===== src/rtl/exe_mem_stage_reg_pkg.sv =====
// Shared definitions for the EX/MEM stage register and condition evaluation.
// Holds the ARM condition-code encodings and the NZCV bit positions used by
// the stage register, cond_check and the branch unit.
package exe_mem_stage_reg_pkg;

    localparam int unsigned NZCV_W = 4;
    localparam int unsigned COND_W = 4;

    // Bit positions inside the {N,Z,C,V} status vector
    localparam int unsigned N_BIT = 3;
    localparam int unsigned Z_BIT = 2;
    localparam int unsigned C_BIT = 1;
    localparam int unsigned V_BIT = 0;

    // Condition-field encodings; 4'b1111 is reserved and never passes
    localparam logic [COND_W-1:0] COND_EQ = 4'b0000;
    localparam logic [COND_W-1:0] COND_NE = 4'b0001;
    localparam logic [COND_W-1:0] COND_CS = 4'b0010;
    localparam logic [COND_W-1:0] COND_CC = 4'b0011;
    localparam logic [COND_W-1:0] COND_MI = 4'b0100;
    localparam logic [COND_W-1:0] COND_PL = 4'b0101;
    localparam logic [COND_W-1:0] COND_VS = 4'b0110;
    localparam logic [COND_W-1:0] COND_VC = 4'b0111;
    localparam logic [COND_W-1:0] COND_HI = 4'b1000;
    localparam logic [COND_W-1:0] COND_LS = 4'b1001;
    localparam logic [COND_W-1:0] COND_GE = 4'b1010;
    localparam logic [COND_W-1:0] COND_LT = 4'b1011;
    localparam logic [COND_W-1:0] COND_GT = 4'b1100;
    localparam logic [COND_W-1:0] COND_LE = 4'b1101;
    localparam logic [COND_W-1:0] COND_AL = 4'b1110;

endpackage


===== src/rtl/exe_mem_stage_reg_cond_check.sv =====
// cond_check: combinational ARM condition evaluator, shared with the branch unit.
// Ports:
//   cond [3:0] - condition field of the instruction
//   nzcv [3:0] - status flags {N,Z,C,V}
//   pass       - 1 when the condition is satisfied
module cond_check
    import exe_mem_stage_reg_pkg::*;
(
    input  logic [COND_W-1:0] cond,
    input  logic [NZCV_W-1:0] nzcv,
    output logic              pass
);

    logic n, z, c, v;

    assign n = nzcv[N_BIT];
    assign z = nzcv[Z_BIT];
    assign c = nzcv[C_BIT];
    assign v = nzcv[V_BIT];

    // Reserved encoding falls to the default and never passes
    always_comb begin
        pass = 1'b0;
        case (cond)
            COND_EQ: pass = z;
            COND_NE: pass = !z;
            COND_CS: pass = c;
            COND_CC: pass = !c;
            COND_MI: pass = n;
            COND_PL: pass = !n;
            COND_VS: pass = v;
            COND_VC: pass = !v;
            COND_HI: pass = c && !z;
            COND_LS: pass = !c || z;
            COND_GE: pass = (n == v);
            COND_LT: pass = (n != v);
            COND_GT: pass = !z && (n == v);
            COND_LE: pass = z || (n != v);
            COND_AL: pass = 1'b1;
            default: pass = 1'b0;
        endcase
    end

endmodule


===== src/rtl/exe_mem_stage_reg.sv =====
// exe_mem_stage_reg: EX/MEM pipeline register plus the architectural NZCV register.
// Captures ALU result, store data, destination and MEM/WB controls with one
// cycle of latency; updates NZCV on valid S-bit instructions; feeds carry back
// to the ALU and evaluates the ID-stage condition field against the flags.
// Priority per edge: rst > freeze > flush > capture (rst is synchronous).
// Optional macro SR_BYPASS_EN: alu_c_in and cond_pass see the flags being
// written this cycle instead of waiting for the registered copy.
// Ports:
//   clk, rst, freeze, flush           - clock, sync reset, MEM stall, EX kill
//   valid_in, wb_en_in, mem_r_en_in, mem_w_en_in, s_in, dest_in,
//   alu_res_in, val_rm_in, n_in, z_in, c_in_flag, v_in - EX-stage inputs
//   cond_id                           - condition field of the instruction in ID
//   valid_out, wb_en_out, mem_r_en_out, mem_w_en_out, dest_out,
//   alu_res_out, val_rm_out           - registered MEM-stage outputs
//   status_out                        - NZCV {N,Z,C,V}
//   alu_c_in, cond_pass               - combinational from the flags
module exe_mem_stage_reg
    import exe_mem_stage_reg_pkg::*;
#(
    parameter int unsigned DATA_W     = 32,
    parameter int unsigned REG_ADDR_W = 4
) (
    input  logic                  clk,
    input  logic                  rst,
    input  logic                  freeze,
    input  logic                  flush,
    input  logic                  valid_in,
    input  logic                  wb_en_in,
    input  logic                  mem_r_en_in,
    input  logic                  mem_w_en_in,
    input  logic                  s_in,
    input  logic [REG_ADDR_W-1:0] dest_in,
    input  logic [DATA_W-1:0]     alu_res_in,
    input  logic [DATA_W-1:0]     val_rm_in,
    input  logic                  n_in,
    input  logic                  z_in,
    input  logic                  c_in_flag,
    input  logic                  v_in,
    input  logic [COND_W-1:0]     cond_id,
    output logic                  valid_out,
    output logic                  wb_en_out,
    output logic                  mem_r_en_out,
    output logic                  mem_w_en_out,
    output logic [REG_ADDR_W-1:0] dest_out,
    output logic [DATA_W-1:0]     alu_res_out,
    output logic [DATA_W-1:0]     val_rm_out,
    output logic [NZCV_W-1:0]     status_out,
    output logic                  alu_c_in,
    output logic                  cond_pass
);

    logic                  valid_q,    valid_d;
    logic                  wb_en_q,    wb_en_d;
    logic                  mem_r_en_q, mem_r_en_d;
    logic                  mem_w_en_q, mem_w_en_d;
    logic [REG_ADDR_W-1:0] dest_q,     dest_d;
    logic [DATA_W-1:0]     alu_res_q,  alu_res_d;
    logic [DATA_W-1:0]     val_rm_q,   val_rm_d;
    logic [NZCV_W-1:0]     nzcv_q,     nzcv_d;

    logic [NZCV_W-1:0]     flags_in;
    logic                  nzcv_wr;
    logic [NZCV_W-1:0]     nzcv_eff;

    assign flags_in = {n_in, z_in, c_in_flag, v_in};
    assign nzcv_wr  = valid_in && s_in && !freeze && !flush;

    // Next-state: hold by default; flush clears; capture gates controls with valid_in
    always_comb begin
        valid_d    = valid_q;
        wb_en_d    = wb_en_q;
        mem_r_en_d = mem_r_en_q;
        mem_w_en_d = mem_w_en_q;
        dest_d     = dest_q;
        alu_res_d  = alu_res_q;
        val_rm_d   = val_rm_q;
        nzcv_d     = nzcv_q;
        if (!freeze) begin
            if (flush) begin
                valid_d    = 1'b0;
                wb_en_d    = 1'b0;
                mem_r_en_d = 1'b0;
                mem_w_en_d = 1'b0;
                dest_d     = '0;
                alu_res_d  = '0;
                val_rm_d   = '0;
            end else begin
                valid_d    = valid_in;
                wb_en_d    = wb_en_in    && valid_in;
                mem_r_en_d = mem_r_en_in && valid_in;
                mem_w_en_d = mem_w_en_in && valid_in;
                dest_d     = dest_in;
                alu_res_d  = alu_res_in;
                val_rm_d   = val_rm_in;
            end
        end
        if (nzcv_wr) begin
            nzcv_d = flags_in;
        end
    end

    // State registers with synchronous reset
    always_ff @(posedge clk) begin
        if (rst) begin
            valid_q    <= 1'b0;
            wb_en_q    <= 1'b0;
            mem_r_en_q <= 1'b0;
            mem_w_en_q <= 1'b0;
            dest_q     <= '0;
            alu_res_q  <= '0;
            val_rm_q   <= '0;
            nzcv_q     <= '0;
        end else begin
            valid_q    <= valid_d;
            wb_en_q    <= wb_en_d;
            mem_r_en_q <= mem_r_en_d;
            mem_w_en_q <= mem_w_en_d;
            dest_q     <= dest_d;
            alu_res_q  <= alu_res_d;
            val_rm_q   <= val_rm_d;
            nzcv_q     <= nzcv_d;
        end
    end

`ifdef SR_BYPASS_EN
    // Forward in-flight flags so a conditional right behind an S op need not stall
    assign nzcv_eff = nzcv_wr ? flags_in : nzcv_q;
`else
    assign nzcv_eff = nzcv_q;
`endif

    cond_check u_cond_check (
        .cond (cond_id),
        .nzcv (nzcv_eff),
        .pass (cond_pass)
    );

    assign alu_c_in     = nzcv_eff[C_BIT];
    assign valid_out    = valid_q;
    assign wb_en_out    = wb_en_q;
    assign mem_r_en_out = mem_r_en_q;
    assign mem_w_en_out = mem_w_en_q;
    assign dest_out     = dest_q;
    assign alu_res_out  = alu_res_q;
    assign val_rm_out   = val_rm_q;
    assign status_out   = nzcv_q;

endmodule


===== config.mk =====
export PLATFORM = sky130hd
export DESIGN_NAME = exe_mem_stage_reg
export DESIGN_NICKNAME = d
export VERILOG_FILES = /design/src/rtl/exe_mem_stage_reg_pkg.sv /design/src/rtl/exe_mem_stage_reg_cond_check.sv /design/src/rtl/exe_mem_stage_reg.sv
export SDC_FILE = /design/constraint.sdc
export NUM_CORES = 1
export LEC_CHECK = 0
export BUFFER_PORTS_ARGS = -buffer_cell sky130_fd_sc_hd__buf_2
export CAP_MARGIN = 40
export CORE_ASPECT_RATIO = 1.25
export CORE_MARGIN = 2
export CORE_UTILIZATION = 23
export DETAILED_ROUTE_END_ITERATION = 8
export MAX_ROUTING_LAYER = met4
export SLEW_MARGIN = 30
export SYNTH_ARGS = -nofsm -noshare
export SYNTH_HDL_FRONTEND = slang
export SYNTH_SLANG_ARGS = --single-unit

===== constraint.sdc =====
create_clock -name clk -period 1.8 [get_ports clk]
set_input_delay 0.36 -clock clk [delete_from_list [all_inputs] [get_ports clk]]
set_output_delay 0.36 -clock clk [all_outputs]
set_load 0.05 [all_outputs]

After elaboration in Yosys (flattened, before gate mapping) --
Index checks and enable logic that the tools add are counted.
Word-level totals: register bits 76, bits in latches 0, RAM bits 0, ROM bits 0, input bits 85, output and inout bits 78, logic and storage cells 49, memories kept 0
Cells by class: add/subtract/negate cells 0, multipliers 0, div/mod/pow operators 0, magnitude comparators 0, equality and inequality tests 16, shifts and indexed selects 0, multiplexer cells 8, bitwise gates (word level) 0, reduce and logical (&&, ||, !) cells 17
Operators by type and width (count):
- 32-bit two-way mux | 2
- 4-bit == test, second input constant | 7
- 4-bit by 3-bit == test with 1-bit output, second input constant | 4
- 1-bit one-hot mux with 15 select lines | 1
- 4-bit by 2-bit == test with 1-bit output, second input constant | 2
- 1-bit logical AND | 8
- 1-bit zero test | 6
- 4-bit by 1-bit == test with 1-bit output, second input constant | 1
- 4-bit zero test | 1
- 1-bit two-way mux | 4
- 4-bit two-way mux | 1
- 1-bit logical OR | 2
- 1-bit == test | 1
- 1-bit inequality test | 1

Longest topological paths before layout --
depth in word-level cells 3, gate-level depth with buffers 6, depth with buffers taken out 4

Cells and area by module --
From an unflattened synthesis, not the netlist that was laid out.
Unflattened totals: cell total of the unflattened synthesis 367, area total of the unflattened synthesis 3256.9 µm²
By module, submodules not included:
- exe_mem_stage_reg | times used 1, cells an instance 339, area each 3062.9 µm², sequential area each 1521.5 µm²
- cond_check | times used 1, cells an instance 28, area each 193.9 µm², sequential area each 0.0 µm²

Worst setup path after synthesis --
No wires, ideal clock.
path kind register to output, start register nzcv_q[2] (netlist: status_out[2]), end output port cond_pass, arrival 2.004 ns, data required time 1.440 ns, setup slack -0.564 ns, cell stages (with the launch flop) 5, buffers on the path 0, cell sequence dfxtp_1 > and3b_1 > a22oi_1 > xor2_1 > o2111ai_1
Between the ends: cells in the longest elaborated chain, start to end 3, elaborated cells between the ends (all ways) 6, those cells by class mux (1); reduce/logical (5)
Ends and longest elaborated chain:
- start, declared | line exe_mem_stage_reg.sv:59 | logic [NZCV_W-1:0] nzcv_q, nzcv_d;
- start signal, assigned | line exe_mem_stage_reg.sv:121 | nzcv_q <= nzcv_d;
- 1-bit zero test | line exe_mem_stage_reg_cond_check.sv:26, exe_mem_stage_reg_cond_check.sv:33, exe_mem_stage_reg_cond_check.sv:37
- 1-bit logical AND (on tied branches) | line exe_mem_stage_reg_cond_check.sv:37, exe_mem_stage_reg_cond_check.sv:33
- 1-bit one-hot mux with 15 select lines * | line exe_mem_stage_reg_cond_check.sv:24 | case (cond)
- end, declared | line exe_mem_stage_reg.sv:49 | output logic cond_pass
Mark *: on every way between the ends. The rest lies on a longest branch, timed or not.

Final worst setup path --
Same ends and word-level chain as after synthesis.

==> metrics <==
status complete, but fails checks; failing checks setup timing; Routed wire per std cell 13.0 um; Worst-Margin Slew 593 ps; area of the multi-input gates 0.00111 mm2; Port Buffer Count 162; share of power burned in registers 41.0%; CTS max path bufs 2; Power Internal 3.20 mW; Sink Count 76; RR Startpoint status_out[3]$_SDFFE_PP0P_; Setup WS pre-CTS -110 ps; syn avg cell area 9.60 um2; Yosys reg bits 76; Setup crit end kind output pin; MaxCap Viol Count 0; overall power 4.33 mW; fin crit period 1940 ps; Distinct cells, synth 25; Clock Skews 0 ps; nets 524; Layout area overhead 49.1%; RSZ-0062 raised after global routing yes; worst skew pair latency 330 ps; Max Clock Freq 516 MHz; reg-to-reg endpoint status_out[3]$_SDFFE_PP0P_; hold-critical path endpoint alu_res_out[8]$_SDFFE_PP0N_; Clock transition at path regs 60 ps; first-pass GRT wire length 12100 um; final setup fails 1; reg2reg setup slack 1010 ps; Residual DRC 0; number of global-route vias before repair 2609; Hold Path Class in -> reg; clock power share 44.4%; Final Cycle Share 108%; WP data arrival 1580 ps; register area 0.00153 mm2; Die ar. 0.0127 mm2; Comb pwr share 14.5%; dominant synthesized flop cell dfxtp_1; H-tree depth 3; Worst Hold Depth 3; share of cells above drive strength 1 44.4%; TritonCTS clock tree yes; Routability Congestion 0.771; Net Sw Power 1.13 mW; Root Driver clkbuf_16; cell count after synthesis 283; First-pass DRT Iterations 6; Core Area 0.0116 mm2; hold wc startpoint alu_res_in[8]; crit path max fanout 4; max-slew violations 0; Setup CP Type reg -> out; final count of hold timing violations 0; gr usage total 12.4%; num ports 163; non-filler cells in the finished layout 584; placed insts 564; top-area cell type share of the netlist area 56.0%; Final Core Density 35.1%; FFs w/ async S/R, synth 0%; site row count 44; initial core utilization 23.5%; Die Wd 101 um; initial antenna violation count 2; Inserted Clock Buffers 9; register area share after synthesis 56.0%; Net Sw Frac 26.0%; dpl hpwl 5310 um; Via density 4.53; synthesized area 0.00272 mm2; worst r2r path cells 3; Final ANT Viol Nets 0; initial DRC count 81; Worst setup SP type flop; top cells by area, synth dfxtp_1, a22oi_1, nor2_1; Synth Net Count 368; # hold bufs at CTS 0; Die Y 126 um; Vias 2646; leak pwr 1.93 nW; Pwr Density 1070 mW/mm2; largest net degree at the start of global routing 77; Peak VDD IR 0.410 mV; overall routed net length 7580 um; grt total ovfl 0; synth warn 0; cell taking the most area after synthesis dfxtp_1; number of flops mapped to enable cells by yosys 0; fin worst setup slack -137 ps; CP Data Required Time 1440 ps; max-slew headroom at the worst pin 60.5%; # fillers 1212
[flip-flops by register name, summed over array words and instances (netlist names)]
name / cells
alu_res_out: 32
val_rm_out: 32
dest_out: 4
status_out: 4
mem_r_en_out: 1
mem_w_en_out: 1
valid_out: 1
wb_en_out: 1
[per-stage QoR]
| step | TNS [ps] | hold WS [ps] | instance area [um2] |
|---|---|---|---|
| 2_1_floorplan | 0 | 504 | 2740 |
| 3_3_place_gp | -39.7 | 448 | 3680 |
| 3_5_place_dp | -110 | 461 | 3680 |
| 4_1_cts | -142 | 248 | 4050 |
| 5_1_grt | -210 | 260 | 4050 |
| 6_report | -137 | 257 | 4050 |
[Yosys cell counts, types with 2 or more instances]
cell type	count
xnor2_1	2
nor3b_1	2
and3b_1	2
nor2_1	74
a22oi_1	68
xor2_1	3
clkbuf_1	11
dfxtp_1	76
mux2i_1	6
a21oi_1	4
buf_4	5
nand2_1	4
buf_2	11
nand3b_1	4
[worst max-delay path, cell delays in order, from the launching register on]
cell	delay [ps]
dfxtp_2	340
and3b_1	190
a22oi_2	200
xor2_2	210
o2111ai_4	120
buf_6	180
[area by class of cell]
type	count	share of cell area [%]
well taps	138	4.26
clock buffers	12	6.08
multi-input cells	180	27.4
clock inverters	4	1.79
flip-flops and latches	76	37.7
diodes	2	0.123
repair buffers	172	22.6
[per-layer routing]
metal	vias to the layer above	global-route usage, %	wire length [um]	share of wire [%]
li1	1314	-	-	-
met1	1220	13.4	3100	41
met2	100	20.6	3780	50
met3	12	3.30	562	7.4
met4	0	6.52	136	1.8
met5	-	-	0	0
[worst max path at each step]
stage	from	endpoint	depth (start not counted)
global placement	cond_id[2]	cond_pass	6
detailed placement	cond_id[2]	cond_pass	6
CTS	status_out[2]$_SDFFE_PP0P_	cond_pass	5
global route	status_out[2]$_SDFFE_PP0P_	cond_pass	5
floorplan	status_out[2]$_SDFFE_PP0P_	cond_pass	4
finish	status_out[2]$_SDFFE_PP0P_	cond_pass	5
[power by group through the flow]
stage	Combinational (mW)	Clock, mW	Sequential, mW
final	0.629	1.92	1.78
after global routing	0.677	2.07	1.78
after CTS	0.635	1.99	1.78
after detailed placement	0.624	0	1.81
after global placement	0.613	0	1.81
after floorplan	0.201	0	2.03
[placed cells by master, fill, tap and decap left out, drive strengths merged, types with 3 or more instances in the layout]
cell,instances
buf,172
a22oi,68
dfxtp,76
nand2,4
nand3b,4
a21oi,4
clkbuf,12
nor2,75
mux2i,6
xor2,3
[kinds of logic after synthesis]
group,after synthesis,synth area share [%]
AOI/OAI and AO/OA,75,20.3
xor gates and xnor gates,5,1.61
buffers and inverters,27,4.93
DFF,76,56.0
muxes,6,2.21
and+or+nand+nor,94,15.0
[repair_timing]
item | in CTS | in global routing
buffers inserted | 2 | 0
pin swaps | 3 | 1
gates resized for setup | 7 | 0
setup endpoints to repair | 1 | 1
Note: power is estimated with default switching activity, not from simulation.
